**src/rtl/conc_pkg.sv**
```systemverilog
// Shared constants for the response-capture trace buffer: default sizes and
// the layout of a stored record {obs, chg, data}.
package conc_pkg;

    localparam int DEPTH_DEF = 16;
    localparam int DW_DEF    = 6;

    function automatic int rec_w(input int dw);
        return dw + 2;
    endfunction

    function automatic int obs_bit(input int dw);
        return dw + 1;
    endfunction

    function automatic int chg_bit(input int dw);
        return dw;
    endfunction

endpackage

```
**src/rtl/conc_sync_fifo.sv**
```systemverilog
// Single-clock FIFO holding capture records. A write into a full FIFO is
// accepted only when a read is accepted on the same edge.
module conc_sync_fifo #(
    parameter int DEPTH = 16,
    parameter int W     = 8
) (
    input  logic                       clock,
    input  logic                       reset,
    input  logic                       i_wr_en,
    input  logic [W-1:0]               i_wr_data,
    input  logic                       i_rd_en,
    output logic [W-1:0]               o_head,
    output logic                       o_rd_acc,
    output logic                       o_full,
    output logic [$clog2(DEPTH):0]     o_count
);

    localparam int AW = $clog2(DEPTH);
    localparam int CW = AW + 1;

    logic [W-1:0]  r_mem [DEPTH];
    logic [AW-1:0] r_wr_ptr;
    logic [AW-1:0] r_rd_ptr;
    logic [CW-1:0] r_count;
    logic          w_empty;
    logic          w_wr_acc;

    assign w_empty  = (r_count == '0);
    assign o_full   = (r_count == CW'(DEPTH));
    assign o_rd_acc = i_rd_en && !w_empty;
    assign w_wr_acc = i_wr_en && (!o_full || o_rd_acc);
    assign o_head   = r_mem[r_rd_ptr];
    assign o_count  = r_count;

    always_ff @(posedge clock) begin
        if (!reset) begin
            r_wr_ptr <= '0;
            r_rd_ptr <= '0;
            r_count  <= '0;
        end else begin
            if (w_wr_acc) r_wr_ptr <= r_wr_ptr + AW'(1);
            if (o_rd_acc) r_rd_ptr <= r_rd_ptr + AW'(1);
            case ({w_wr_acc, o_rd_acc})
                2'b10:   r_count <= r_count + CW'(1);
                2'b01:   r_count <= r_count - CW'(1);
                default: r_count <= r_count;
            endcase
        end
    end

    // Storage needs no reset: the pointers alone define what is valid.
    always_ff @(posedge clock) begin
        if (reset && w_wr_acc) r_mem[r_wr_ptr] <= i_wr_data;
    end

endmodule

```
**src/rtl/conc_resp_capture.sv**
```systemverilog
// Captures DUT response words on change, on observation strobes, or on the
// first enabled cycle, into a trace FIFO drained through a 1-cycle read port.
module conc_resp_capture
    import conc_pkg::*;
#(
    parameter int DEPTH = DEPTH_DEF,
    parameter int DW    = DW_DEF
) (
    input  logic                     clock,
    input  logic                     reset,
    input  logic [DW-1:0]            x_out_i,
    input  logic                     obs_i,
    input  logic                     en,
    input  logic                     rd_en,
    output logic [rec_w(DW)-1:0]     rd_data,
    output logic                     rd_valid,
    output logic [$clog2(DEPTH):0]   count,
    output logic                     overflow,
    output logic [31:0]              cyc_cnt
);

    localparam int RW    = rec_w(DW);
    localparam int OBS_B = obs_bit(DW);
    localparam int CHG_B = chg_bit(DW);

    logic [DW-1:0] r_last;
    logic          r_first;
    logic [RW-1:0] r_rd_data;
    logic          r_rd_valid;
    logic          r_overflow;
    logic [31:0]   r_cyc_cnt;

    logic          w_chg;
    logic          w_cap;
    logic [RW-1:0] w_rec;
    logic [RW-1:0] w_head;
    logic          w_rd_acc;
    logic          w_full;

    assign w_chg = r_first || (x_out_i != r_last);
    assign w_cap = en && (obs_i || w_chg);

    always_comb begin
        w_rec          = '0;
        w_rec[DW-1:0]  = x_out_i;
        w_rec[CHG_B]   = w_chg;
        w_rec[OBS_B]   = obs_i;
    end

    conc_sync_fifo #(.DEPTH(DEPTH), .W(RW)) u_fifo (
        .clock     (clock),
        .reset     (reset),
        .i_wr_en   (w_cap),
        .i_wr_data (w_rec),
        .i_rd_en   (rd_en),
        .o_head    (w_head),
        .o_rd_acc  (w_rd_acc),
        .o_full    (w_full),
        .o_count   (count)
    );

    always_ff @(posedge clock) begin
        if (!reset) begin
            r_last     <= '0;
            r_first    <= 1'b1;
            r_rd_data  <= '0;
            r_rd_valid <= 1'b0;
            r_overflow <= 1'b0;
            r_cyc_cnt  <= '0;
        end else begin
            r_rd_valid <= w_rd_acc;
            if (w_rd_acc) r_rd_data <= w_head;
            // A same-edge read frees the slot, so only an unmatched capture is lost.
            if (w_cap && w_full && !w_rd_acc) r_overflow <= 1'b1;
            if (en) begin
                r_last    <= x_out_i;
                r_first   <= 1'b0;
                r_cyc_cnt <= r_cyc_cnt + 32'd1;
            end else begin
                r_first   <= 1'b1;
            end
        end
    end

    assign rd_data  = r_rd_data;
    assign rd_valid = r_rd_valid;
    assign overflow = r_overflow;
    assign cyc_cnt  = r_cyc_cnt;

endmodule

```
**config.mk**
```make
export PLATFORM = sky130hd
export DESIGN_NAME = conc_resp_capture
export DESIGN_NICKNAME = d
export VERILOG_FILES = /design/src/rtl/conc_pkg.sv /design/src/rtl/conc_sync_fifo.sv /design/src/rtl/conc_resp_capture.sv
export SDC_FILE = /design/constraint.sdc
export NUM_CORES = 1
export LEC_CHECK = 0
export ABC_AREA = 1
export BUFFER_PORTS_ARGS = -buffer_cell sky130_fd_sc_hd__buf_2
export CAP_MARGIN = 20
export CELL_PAD_IN_SITES_DETAIL_PLACEMENT = 0
export CELL_PAD_IN_SITES_GLOBAL_PLACEMENT = 2
export CORE_MARGIN = 3
export CORE_UTILIZATION = 44
export CTS_BUF_LIST = sky130_fd_sc_hd__clkbuf_4
export DETAILED_ROUTE_END_ITERATION = 7
export PLACE_DENSITY = 0.95
export RECOVER_POWER = 50
export SYNTH_ARGS = -nofsm -noshare
export SYNTH_HDL_FRONTEND = slang
export SYNTH_SLANG_ARGS = --single-unit
export TNS_END_PERCENT = 10
```
**constraint.sdc**
```tcl
create_clock -name clock -period 5.1 [get_ports clock]
set_input_delay 0.51 -clock clock [delete_from_list [all_inputs] [get_ports clock]]
set_output_delay 0.51 -clock clock [all_outputs]
set_load 0.05 [all_outputs]
```
* Word-level counts from Yosys, hierarchy flattened
Memories as Yosys holds them, arrays and structs flattened. A register that Yosys moved wholly into a read port is not among the register bits.
Index checks and enable logic that the tools add are counted.
** Storage, ports and cells
- Bits in registers :: 54
- RAM bits :: 128
- Input port bits :: 11
- Output and inout bits :: 47
- Word-level logic and storage cells :: 37
- Memories :: 1
** Cells by class
- Add/sub/neg operators :: 5
- Equal/unequal tests :: 4
- Multiplexer cells :: 4
- Reductions and logical operators :: 15
** Memories
- u_fifo.r_mem :: words 16, width 8, rd ports 1, clocked after Yosys merged registers in 1, write ports 1, RTL line conc_sync_fifo.sv:21 : logic [W-1:0] r_mem [DEPTH];
** Operators by type and width (number)
- $add 32x1->32 const B :: 1
- $pmux 5 s2 :: 1
- $add 4x1->4 const B :: 2
- $logic_and 1x1->1 :: 6
- $ne 6x6->1 :: 1
- $add 5x1->5 const B :: 1
- $eq 5x5->1 const B :: 1
- $logic_not 5->1 :: 1
- $sub 5x1->5 const B :: 1
- $logic_not 1->1 :: 4
- $logic_or 1x1->1 :: 3
- $mux 1 :: 3
- $eq 2x1->1 const B :: 1
- $eq 2x2->1 const B :: 1
- $reduce_bool 2->1 :: 1

* Depth between registers and ports, before layout
Gate-level depths: netlist of run 1.
- Depth in word-level cells :: 8
- Mapped depth :: 18
- Mapped depth without buffers :: 18

* Hierarchy
A second synthesis of run 1 with hierarchy kept.
** Second synthesis, totals
- Cells, all modules :: 898
- Area, all modules :: 8533.2 um2
** By module, submodules not included
- conc_sync_fifo :: instances 1, cells an instance 537, area each 6169.7 um2, sequential area each 4184.0 um2
- conc_resp_capture :: instances 1, cells an instance 361, area each 2363.5 um2, sequential area each 980.9 um2

* Worst setup path after synthesis of run 1
OpenSTA, ideal clock, no wires.
- Kind :: register to register
- Start point :: register u_fifo.r_count[0] (netlist: u_fifo.o_count[0])
- End point :: memory u_fifo.r_mem[13][0] (enable)
- Setup time :: 0.383 ns
- Data arrival time :: 2.176 ns
- Data required time :: 4.717 ns
- Path slack :: 2.541 ns
- Cell stages (with the launch flop) :: 10
- Buffers on the path :: 0
- Period minus slack after synthesis :: 2.559 ns
- Cells stage by stage :: dfxtp_1 > nor2_1 > nand2_1 > or2_1 > nand2_2 > inv_2 > nor2_1 > nor2_4 > nand2_1 > nor3_1
** On the way
- Longest elaborated chain between the ends :: 8
- Elaborated cells on any way between the ends :: 10
- Those cells by class :: 1 x eq/ne; 2 x mux; 7 x reduce/logical
** RTL lines
- start, declared :: RTL line conc_sync_fifo.sv:24 : logic [CW-1:0] r_count;
- start signal, assigned :: RTL line conc_sync_fifo.sv:44 : 2'b10: r_count <= r_count + CW'(1);
- start signal, assigned :: RTL line conc_sync_fifo.sv:45 : 2'b01: r_count <= r_count - CW'(1);
- start signal, assigned :: RTL line conc_sync_fifo.sv:46 : default: r_count <= r_count;
- $logic_not 5->1 :: RTL line conc_sync_fifo.sv:28 : assign w_empty = (r_count == '0);
- $logic_not 1->1 :: RTL line conc_sync_fifo.sv:30 : assign o_rd_acc = i_rd_en && !w_empty;
- $logic_and 1x1->1 :: RTL line conc_sync_fifo.sv:30
- $logic_or 1x1->1 (*) :: RTL line conc_sync_fifo.sv:31 : assign w_wr_acc = i_wr_en && (!o_full || o_rd_acc);
- $logic_and 1x1->1 (*) :: RTL line conc_sync_fifo.sv:31
- $logic_and 1x1->1 (*) :: RTL line conc_sync_fifo.sv:53 : if (reset && w_wr_acc) r_mem[r_wr_ptr] <= i_wr_data;
- $mux 1 (*) :: RTL line conc_sync_fifo.sv:53
- $mux 1 (not written as such) (*) :: RTL line conc_sync_fifo.sv:53
- end, declared :: RTL line conc_sync_fifo.sv:21
Every way passes the cells marked *; elsewhere a longest branch is shown, timed or not.

* Worst setup path after layout of run 1
- Start point :: input reset
- End point :: memory u_fifo.r_mem[2][3] (enable)
** On the way
- Longest elaborated chain between the ends :: 3
** RTL lines
- start, declared :: RTL line conc_resp_capture.sv:10 : input logic reset,
- $logic_and 1x1->1 :: RTL line conc_sync_fifo.sv:53
- $mux 1 :: RTL line conc_sync_fifo.sv:53
- $mux 1 (not written as such) :: RTL line conc_sync_fifo.sv:53
Every way passes these cells.

==> flow_metrics.env, run 1 <==
export IMPL_vias=5847
export IMPL_post_synth_num_cell_types=35
export IMPL_hold_class="in2reg"
export IMPL_critical_path_top_delay_family="simple AND/OR/NAND/NOR gates"
export IMPL_p_seq_share_pct=52.6
export IMPL_ys_warn_count=0
export IMPL_crit_chain="clkbuf_1 > nand2_1 > nor3_1"
export IMPL_post_cts_buffers=0
export IMPL_synth_ff_type="edfxtp_1"
export IMPL_synth_area_leaders="edfxtp_1 47%, dfxtp_1 15%, nor2_1 8.0%"
export IMPL_pin_count=58
export IMPL_fin_skew_ps=24.48
export IMPL_path_class="in2reg"
export IMPL_grt_util_all_layers_pct=19.28
export IMPL_r2r_slack_ps=2020
export IMPL_cts_sinks=190
export IMPL_routedWlPerCell_um=17.13
export IMPL_powerDensity_nw_per_um2=374.3
export IMPL_fin_crit_ps=3163
export IMPL_die_area_um2=20160
export IMPL_fmax_mhz=316.1
export IMPL_hold_buffers=0
export IMPL_slew_viol_final=44
export IMPL_synth_nets=832
export IMPL_synthTopCellsByCount="174 x nor2_1, 128 x edfxtp_1, 81 x o21ai_0"
export IMPL_p_switching_w=0.001195
export IMPL_slew_headroom_pct=-27.72
export IMPL_synth_edf_count=128
export IMPL_die_y_um=142.0
export IMPL_grt_ovfl_total=0
export IMPL_tritoncts="built"
export IMPL_layout_drive_gt1_share_pct=11.95
export IMPL_pwr_share_comb_pct=23.9
export IMPL_areaGrowthSynthToFinish_pct=9.118
export IMPL_wl_um=19000
export IMPL_yosys_area_top_type_share_pct=47.23
export IMPL_critPathArrivalTime_ps=3380
export IMPL_num_nets_final=887
export IMPL_synth_seq_cells=190
export IMPL_synth_largest_area_cell="edfxtp_1"
export IMPL_clkPwrFrac_pct=23.5
export IMPL_setup_viol=0
export IMPL_critPathLaunchType="input pin"
export IMPL_grt_antenna_before_repair=1
export IMPL_max_stage_delay_ps=1350
export IMPL_io_buffers=57
export IMPL_worstMarginPinSlew_ps=1916
export IMPL_status="finished, violations left"
export IMPL_critPathSlowestCell="clkbuf_1"
export IMPL_path_clk_slew_ps=160
export IMPL_grt_max_degree=67
export IMPL_cp_max_fo=43
export IMPL_rows=49
export IMPL_failed_checks="capacitance limit, slew limit"
export IMPL_cts_resized=0
export IMPL_fin_util_pct=49.10
export IMPL_drt_vias_per_instance=5.272
export IMPL_yosysSeqAreaShare_pct=62.48
export IMPL_synth_most_common_cell="nor2_1"
export IMPL_postSynthCellCount=811
export IMPL_ir_worst_vdd_uv=205.6
export IMPL_cts_root_buf="clkbuf_4"
export IMPL_switching_share_pct=35.96
export IMPL_rsz0062_at_grt="false"
export IMPL_ys_async_sr_fraction_pct=0
export IMPL_htree_levels=4
export IMPL_first_iter_violations=514
export IMPL_insertion_delay_ps=600
export IMPL_first_pass_iters=5
export IMPL_p_int_w=0.002128
export IMPL_critical_path_buf_inv_count=1
export IMPL_initial_utilization_pct=44.99
export IMPL_synth_area_per_cell_um2=10.03
export IMPL_cap_viol_max_count=1
export IMPL_grt_pass1_vias=5472
export IMPL_ant_nets=0
export IMPL_required_ps=5320
export IMPL_fp_dieW_um=142.0
export IMPL_clock_path_buffers=2
export IMPL_cp_end_kind="flop"
export IMPL_p_leak_nw=3.173
export IMPL_grt_pass1_wl_um=30170
export IMPL_place_congestion=0.8091
export IMPL_core_um2=18090
export IMPL_period_share_pct=62.03
export IMPL_syn_area_um2=8138
export IMPL_fin_setup_tns_ps=0
export IMPL_dp_hpwl_um=12630
export IMPL_cts_buffers=17
export IMPL_drc=0
export IMPL_finalHoldViolCount=0
## per-stage QoR
step / cells / setup slack, ps / power, W / hold WS (ps) / area [um^2]
detailed placement: 1068 / 1740 / 0.002585 / 458.9 / 8610
CTS: 1100 / 1879 / 0.003354 / 177.0 / 8877
global route: 1109 / 1706 / 0.003502 / 194.1 / 8880
floorplan: 811 / 2541 / 0.002358 / 474.4 / 8138
global placement: 1067 / 1838 / 0.002585 / 452.7 / 8605
finish: 1109 / 1937 / 0.003324 / 215.2 / 8880
## final timing paths
kind | start | depth (start not counted) | endpoint
worst max-delay path | reset | 3 | u_fifo.r_mem[2][3]
worst max register to register | u_fifo.o_count[0] | 9 | u_fifo.r_mem[2][3]
worst min register to register | cyc_cnt[31] | 2 | cyc_cnt[31]
worst min-delay path | rd_en | 3 | rd_valid
## layout make-up
cell class / instances / area (um^2)
tap: 229 / 286.5
antenna: 1 / 2.502
inverter: 62 / 232.7
clock buffer: 19 / 142.6
fill: 1691 / 9206
multi-input combinational: 523 / 2658
sequential: 190 / 5087
clock inverter: 13 / 125.1
timing repair buffer: 72 / 345.3
## sequential cells by signal (all words and copies together), names as in the netlist
register         cells
rd_valid             1
cyc_cnt             32
overflow             1
u_fifo.r_rd_ptr      4
r_last               6
u_fifo.o_count       5
u_fifo.r_wr_ptr      4
rd_data              8
r_first              1
u_fifo.r_mem       128
## logic make-up (layout without fill, tap and decap cells)
kind of cell	after synthesis	in the layout	share of synthesized area (%)
compound gates	164	164	11.47
xor+xnor	15	15	1.614
fa+ha+maj	10	10	1.630
buf+inv	98	166	4.736
flops	190	190	62.48
other cells	0	1	0
simple gates	334	334	18.07
## power by group through the flow
stage / Combinational, W / Sequential [W] / Clock [W]
2_1_floorplan: 0.000457 / 0.00190 / 0
3_3_place_gp: 0.000803 / 0.00178 / 0
3_5_place_dp: 0.000803 / 0.00178 / 0
4_1_cts: 0.000805 / 0.00175 / 0.000801
5_1_grt: 0.000874 / 0.00176 / 0.000870
6_report: 0.000793 / 0.00175 / 0.000782
## placed cells by master (no fill, tap or decap), types with 3 or more instances in the layout
| cell | instances |
|---|---|
| nor2_4 | 5 |
| buf_2 | 36 |
| inv_1 | 53 |
| inv_2 | 7 |
| o21ai_1 | 15 |
| inv_8 | 3 |
| nand2_1 | 67 |
| clkinv_4 | 4 |
| nor2_1 | 175 |
| nor3_1 | 24 |
| xor2_1 | 10 |
| clkbuf_4 | 22 |
| o21ai_0 | 81 |
| ha_1 | 9 |
| nand4_1 | 8 |
| o211ai_1 | 38 |
| nand2_2 | 7 |
| edfxtp_1 | 128 |
| clkbuf_1 | 28 |
| dfxtp_1 | 60 |
| buf_4 | 5 |
| inv_6 | 4 |
| nand3_1 | 37 |
| xnor2_1 | 5 |
| a21oi_1 | 24 |
## worst min-delay path, delay by kind of cell
kind,cells,cell delay (ps)
and+or+nand+nor,2,200
buffers and inverters,1,80
## metal layers
layer  routed length [um]  GRT usage, %  vias to the layer above
met5                    0             0                        -
met4                  196         4.141                        0
met3                 1388         3.931                       13
met2                 8691         29.47                      215
met1                 8723         28.70                     2709
li1                     -             -                     2910
No activity file was read; power rests on OpenSTA's default activity.
==> inputs of run 2 (changes only) <==
--- a/config.mk
+++ b/config.mk
@@ -5,16 +5,16 @@
 export SDC_FILE = /design/constraint.sdc
 export NUM_CORES = 1
 export LEC_CHECK = 0
-export ABC_AREA = 1
+export ABC_AREA = 0
 export BUFFER_PORTS_ARGS = -buffer_cell sky130_fd_sc_hd__buf_2
 export CAP_MARGIN = 20
 export CELL_PAD_IN_SITES_DETAIL_PLACEMENT = 0
 export CELL_PAD_IN_SITES_GLOBAL_PLACEMENT = 2
 export CORE_MARGIN = 3
-export CORE_UTILIZATION = 44
+export CORE_UTILIZATION = 41
 export CTS_BUF_LIST = sky130_fd_sc_hd__clkbuf_4
 export DETAILED_ROUTE_END_ITERATION = 7
-export PLACE_DENSITY = 0.95
+export PLACE_DENSITY = 0.86
 export RECOVER_POWER = 50
 export SYNTH_ARGS = -nofsm -noshare
 export SYNTH_HDL_FRONTEND = slang
==> constraint.sdc (replaced) <==
create_clock -name clock -period 2.8 [get_ports clock]
set_input_delay 0.28 -clock clock [delete_from_list [all_inputs] [get_ports clock]]
set_output_delay 0.28 -clock clock [all_outputs]
set_load 0.05 [all_outputs]
==> run 2 against run 1 <==
  * The flow now finishes without violations
  * Clock power increased by 82%
  * Non-clock buffer count increased by 18
  * Critical endpoint is now u_fifo.o_count[4]
  * Sequential cell count is the same
  * Highest routed layer unchanged
  * Design area is 2.9% lower
==> flow_metrics.env, run 2 <==
export IMPL_status="complete, no violations"
export IMPL_pwr_share_comb_pct=23.6
export IMPL_ant_nets=0
export IMPL_switching_share_pct=31.47
export IMPL_finalHoldViolCount=0
export IMPL_cts_buffers=17
export IMPL_worstMarginPinSlew_ps=973.3
export IMPL_die_area_um2=20440
export IMPL_cp_max_fo=5
export IMPL_grt_pass1_vias=4471
export IMPL_syn_area_um2=7694
export IMPL_die_y_um=143.0
export IMPL_clock_path_buffers=2
export IMPL_synth_largest_area_cell="edfxtp_1"
export IMPL_regMostFlops="u_fifo.r_mem"
export IMPL_cts_sinks=190
export IMPL_initial_utilization_pct=42.25
export IMPL_routedWlPerCell_um=18.26
export IMPL_io_buffers=57
export IMPL_fp_dieW_um=143.0
export IMPL_gr_usage_met1_pct=21.20
export IMPL_dp_hpwl_um=10500
export IMPL_synth_ff_type="edfxtp_1"
export IMPL_wl_um=15490
export IMPL_final_cell_mix="128 x edfxtp_1, 61 x nor2_1, 60 x clkbuf_1, 58 x dfxtp_1, 32 x mux4_2"
export IMPL_p_switching_w=0.001906
export IMPL_p_seq_share_pct=53.0
export IMPL_synth_area_per_cell_um2=14.91
export IMPL_core_um2=18210
export IMPL_yosysSeqAreaShare_pct=66.09
export IMPL_synth_area_leaders="edfxtp_1 50%, dfxtp_1 16%, mux4_2 9.4%"
export IMPL_drt_vias_per_instance=5.291
export IMPL_htree_levels=4
export IMPL_areaGrowthSynthToFinish_pct=12.10
export IMPL_synth_edf_count=128
export IMPL_setup_viol=0
export IMPL_r2r_start="r_last[3]"
export IMPL_critPathArrivalTime_ps=3090
export IMPL_busiest_layer="met2"
export IMPL_grt_ovfl_total=0
export IMPL_post_synth_num_cell_types=48
export IMPL_slew_viol_final=0
export IMPL_grt_util_all_layers_pct=15.89
export IMPL_hold_class="in2reg"
export IMPL_num_nets_final=626
export IMPL_fin_crit_ps=2647
export IMPL_required_ps=3250
export IMPL_fin_skew_ps=23.60
export IMPL_synth_most_common_cell="edfxtp_1"
export IMPL_path_clk_slew_ps=150
export IMPL_cp_end_kind="flop"
export IMPL_tritoncts="built"
export IMPL_hold_buffers=0
export IMPL_post_place_cells=811
export IMPL_cap_viol_max_count=0
export IMPL_synth_seq_cells=190
export IMPL_met3_usage_pct=3.952
export IMPL_pin_count=58
export IMPL_finalNonFillerCells=848
export IMPL_largest_register_ffs=128
export IMPL_grt_max_degree=52
export IMPL_layout_commonest_cell="edfxtp_1"
export IMPL_fmax_mhz=377.8
export IMPL_ys_warn_count=0
export IMPL_rows=49
export IMPL_synthTopCellsByCount="128 x edfxtp_1, 62 x dfxtp_1, 61 x nor2_1"
export IMPL_critPathLaunchType="flop"
export IMPL_grt_met2_usage_pct=25.89
export IMPL_ys_async_sr_fraction_pct=0
export IMPL_min_delay_start="reset"
export IMPL_yosys_area_top_type_share_pct=49.96
export IMPL_ir_worst_vdd_uv=260.8
export IMPL_place_congestion=0.7438
export IMPL_powerDensity_nw_per_um2=702.2
export IMPL_first_iter_violations=281
export IMPL_slew_headroom_pct=34.87
export IMPL_path_class="reg2reg"
export IMPL_first_pass_iters=5
export IMPL_postSynthCellCount=516
export IMPL_layout_drive_gt1_share_pct=18.28
export IMPL_cts_root_buf="clkbuf_4"
export IMPL_drc=0
export IMPL_synth_nets=537
export IMPL_clkPwrFrac_pct=23.4
export IMPL_grt_antenna_before_repair=1
export IMPL_vias=4487
export IMPL_p_leak_nw=2.833
export IMPL_insertion_delay_ps=580
export IMPL_p_int_w=0.004150
export IMPL_period_share_pct=94.52
export IMPL_cp_startpoint="r_last[3]"
export IMPL_hold_ws_ps=118.5
export IMPL_grt_pass1_wl_um=24450
-- run 2: cell count changes after synthesis, moves of 15 or more --
| cell | before | now |
|---|---|---|
| inv_1 | 53 | 5 |
| mux4_2 | 0 | 32 |
| nand2_1 | 66 | 22 |
| nand3_1 | 37 | 21 |
| nor2_1 | 174 | 61 |
| nor3_1 | 24 | 6 |
| o211ai_1 | 38 | 0 |
| o21ai_0 | 81 | 17 |
| o21ai_1 | 15 | 0 |
-- run 2: critical path: stages (launching register included) --
cell     delay, ps
dfxtp_2        370
xor2_2         140
or3_4          340
o31a_1         400
nor2_4         220
buf_4          140
fa_2           200
a21o_1         110
a21oi_1         70
and2_1         160
mux2i_1        150
xor2_1         160
nor2_1          50
-- run 2: final cells by class --
class	count	area, um^2
clock inverter	13	131.4
sequential	190	5090
fill	1589	9584
tap	229	286.5
multi-input combinational	300	2497
antenna	1	2.502
clock buffer	19	142.6
timing repair buffer	90	451.7
inverter	6	22.52
-- run 2: worst paths after layout --
kind / slack [ps] / endpoint / depth (start not counted)
max: 150 / u_fifo.o_count[4] / 12
min: 120 / r_first / 3
max reg2reg: 150 / u_fifo.o_count[4] / 12
min reg2reg: 490 / rd_data[4] / 2
-- run 2: power groups by stage --
stage / Clock [W] / Combinational [W] / Sequential, W
after floorplan: 0 / 0.000799 / 0.00354
after global placement: 0 / 0.00142 / 0.00326
after detailed placement: 0 / 0.00144 / 0.00326
after CTS: 0.00148 / 0.00144 / 0.00320
after global routing: 0.00157 / 0.00155 / 0.00323
final: 0.00142 / 0.00143 / 0.00321
-- run 2: layer usage --
metal  wire, um  vias to the layer above
met5          0                        -
met1       6538                     2226
met3        851                       17
met4        190                        0
li1           -                     2139
met2       7906                      105
-- run 2: through the flow --
step           total power [W]  instance area (um^2)  setup TNS [ps]  worst slack [ps]  utilization, %
6_report              0.006056                  8625               0             153.4           47.36
5_1_grt               0.006346                  8625          -7.908            -7.908           47.36
4_1_cts               0.006121                  8678               0             130.1           47.66
3_5_place_dp          0.004703                  8404               0             94.61           46.16
3_3_place_gp          0.004673                  8404               0             95.47           46.16
2_1_floorplan         0.004341                  7694               0             6.839               -
-- run 2: cell families (layout without fill, tap and decap cells) --
| group | Yosys count | after routing | share of synthesized area (%) |
|---|---|---|---|
| compound gates | 56 | 56 | 5.058 |
| xor+xnor | 39 | 39 | 4.440 |
| fa+ha+maj | 10 | 10 | 1.724 |
| buf+inv | 26 | 128 | 1.496 |
| flops | 190 | 190 | 66.09 |
| mux | 40 | 40 | 10.41 |
| other cells | 0 | 1 | 0 |
| simple gates | 155 | 155 | 10.78 |
-- run 2: repair_timing --
| item | 4_1_cts | 5_1_grt |
|---|---|---|
| endpoints found under the setup margin | 0 | 2 |
| resized for setup | 0 | 8 |
| setup buffers | 0 | 4 |
==> inputs of run 3 (changes only) <==
--- a/config.mk
+++ b/config.mk
@@ -14,7 +14,7 @@
 export CORE_UTILIZATION = 41
 export CTS_BUF_LIST = sky130_fd_sc_hd__clkbuf_4
 export DETAILED_ROUTE_END_ITERATION = 7
-export PLACE_DENSITY = 0.86
+export PLACE_DENSITY = 0.76
 export RECOVER_POWER = 50
 export SYNTH_ARGS = -nofsm -noshare
 export SYNTH_HDL_FRONTEND = slang
==> run 3 against run 2 <==
  * Non-clock buffer count shrank 13
  * Fmax down 0.69%
  * Sequential power is essentially flat
  * Clock-buffer cell count did not move
  * Critical path depth shrank 1
  * Sequential share of layout area grew 0.68 points
  * Total power is 0.72% lower
  * Largest cell class unchanged
  * Via count hardly changed
  * Design area down 1.2%
  * Register-to-register slack worse by 20 ps
  * Setup slack got worse by 18 ps
  * Clock skew is 12 ps higher
==> flow_metrics.env, run 3 (synthesized netlist as in run 2, its figures left out) <==
export IMPL_status="complete, no violations"
export IMPL_pin_count=58
export IMPL_cts_root_buf="clkbuf_4"
export IMPL_post_place_cells=802
export IMPL_fin_setup_tns_ps=0
export IMPL_cts_buffers=17
export IMPL_first_pass_iters=5
export IMPL_r2r_start="r_last[3]"
export IMPL_dp_hpwl_um=11250
export IMPL_wl_um=16520
export IMPL_io_buffers=57
export IMPL_path_clk_slew_ps=150
export IMPL_worstMarginPinSlew_ps=1045
export IMPL_first_iter_violations=265
export IMPL_initial_utilization_pct=42.25
export IMPL_p_switching_w=0.001894
export IMPL_min_delay_start="rd_en"
export IMPL_fin_util_pct=46.79
export IMPL_cp_startpoint="r_last[3]"
export IMPL_grt_antenna_before_repair=1
export IMPL_num_nets_final=613
export IMPL_fp_dieW_um=143.0
export IMPL_grt_util_all_layers_pct=17.13
export IMPL_required_ps=3240
export IMPL_slew_viol_final=0
export IMPL_largest_register_ffs=128
export IMPL_ant_nets=0
export IMPL_insertion_delay_ps=560
export IMPL_p_leak_nw=2.753
export IMPL_tritoncts="built"
export IMPL_routedWlPerCell_um=19.78
export IMPL_critPathLaunchType="flop"
export IMPL_htree_levels=4
export IMPL_cap_viol_max_count=0
export IMPL_hold_class="in2reg"
export IMPL_place_congestion=0.7513
export IMPL_p_seq_share_pct=53.3
export IMPL_vias=4486
export IMPL_layout_drive_gt1_share_pct=15.54
export IMPL_drc=0
export IMPL_slew_headroom_pct=30.09
export IMPL_period_share_pct=95.18
export IMPL_dpl_cell_area_um2=8349
export IMPL_grt_pass1_vias=4558
export IMPL_power_w=0.006013
export IMPL_grt_ovfl_total=0
export IMPL_post_cts_buffers=0
export IMPL_grt_max_degree=52
export IMPL_clock_path_buffers=2
export IMPL_setup_viol=0
export IMPL_fin_skew_ps=35.91
export IMPL_drt_vias_per_instance=5.372
export IMPL_final_cell_mix="128 x edfxtp_1, 62 x clkbuf_1, 61 x nor2_1, 61 x dfxtp_1, 32 x mux4_2"
export IMPL_rsz0062_at_grt="false"
export IMPL_rows=49
export IMPL_grt_pass1_wl_um=25920
export IMPL_critPathArrivalTime_ps=3110
export IMPL_hold_buffers=0
export IMPL_cp_end_kind="flop"
export IMPL_finalHoldViolCount=0
export IMPL_fmax_mhz=375.2
export IMPL_postLayoutCellArea_um2=8521
export IMPL_die_y_um=143.0
export IMPL_regMostFlops="u_fifo.r_mem"
export IMPL_powerDensity_nw_per_um2=705.6
export IMPL_clkPwrFrac_pct=22.9
export IMPL_core_um2=18210
export IMPL_switching_share_pct=31.49
export IMPL_finalNonFillerCells=835
export IMPL_die_area_um2=20440
export IMPL_ir_worst_vdd_uv=265.6
export IMPL_cp_max_fo=7
export IMPL_fin_crit_ps=2665
export IMPL_path_class="reg2reg"
export IMPL_cts_sinks=190
export IMPL_p_int_w=0.004119
export IMPL_layout_commonest_cell="edfxtp_1"
export IMPL_pwr_share_comb_pct=23.8
export IMPL_areaGrowthSynthToFinish_pct=10.75
-- run 3: changes by cell type in the layout (fill, tap and decap cells not counted), sizes merged --
cell	before	now
inv	11	9
clkbuf	79	81
clkinv	5	7
buf	30	15
-- run 3: metal layers --
layer	wire length, um	global-route usage, %	up-vias
met3	840	4.689	18
met4	264	5.053	0
li1	-	-	2115
met5	0	0	-
met2	8132	27.70	109
met1	7282	22.83	2244
-- run 3: power by group through the flow --
stage          sequential, W  combinational, W  clock (W)
3_5_place_dp         0.00327           0.00146          0
6_report             0.00320           0.00143    0.00138
2_1_floorplan        0.00354          0.000799          0
4_1_cts              0.00320           0.00146    0.00143
3_3_place_gp         0.00326           0.00146          0
5_1_grt              0.00323           0.00155    0.00155
-- run 3: final cells by class --
cell class / count / area (um^2)
timing repair buffer: 77 / 369.1
antenna: 1 / 2.502
fill: 1622 / 9688
clock buffer: 19 / 142.6
sequential: 190 / 5086
inverter: 6 / 22.52
tap: 229 / 286.5
multi-input combinational: 300 / 2499
clock inverter: 13 / 112.6
-- run 3: metrics by stage --
stage / hold WS (ps) / worst slack [ps]
floorplan: 378.9 / 6.839
global route: 128.9 / 10.61
global placement: 454.5 / 32.09
detailed placement: 462.5 / 16.03
CTS: 13.22 / 97.81
finish: 185.3 / 135.0
-- run 3: critical path, stage by stage, from the launching register on --
cell	delay (ps)
dfxtp_1	350
xor2_1	190
or3_4	360
o31a_1	400
nor2_4	250
ha_4	250
a21o_1	160
a21oi_2	140
nor3_1	50
mux2i_1	190
xor2_1	170
nor2_1	50
-- run 3: repair_timing --
action,in CTS,in global routing
endpoints found under the setup margin,0,6
endpoints found under the hold margin,0,0
gates resized for setup,0,5
-- run 3: path summary, 6_finish.rpt --
check | endpoint | slack [ps] | cells after the start
worst max register to register | u_fifo.o_count[4] | 140 | 11
worst min register to register | rd_data[7] | 490 | 2
worst max-delay path | u_fifo.o_count[4] | 140 | 11
worst min-delay path | overflow | 190 | 4
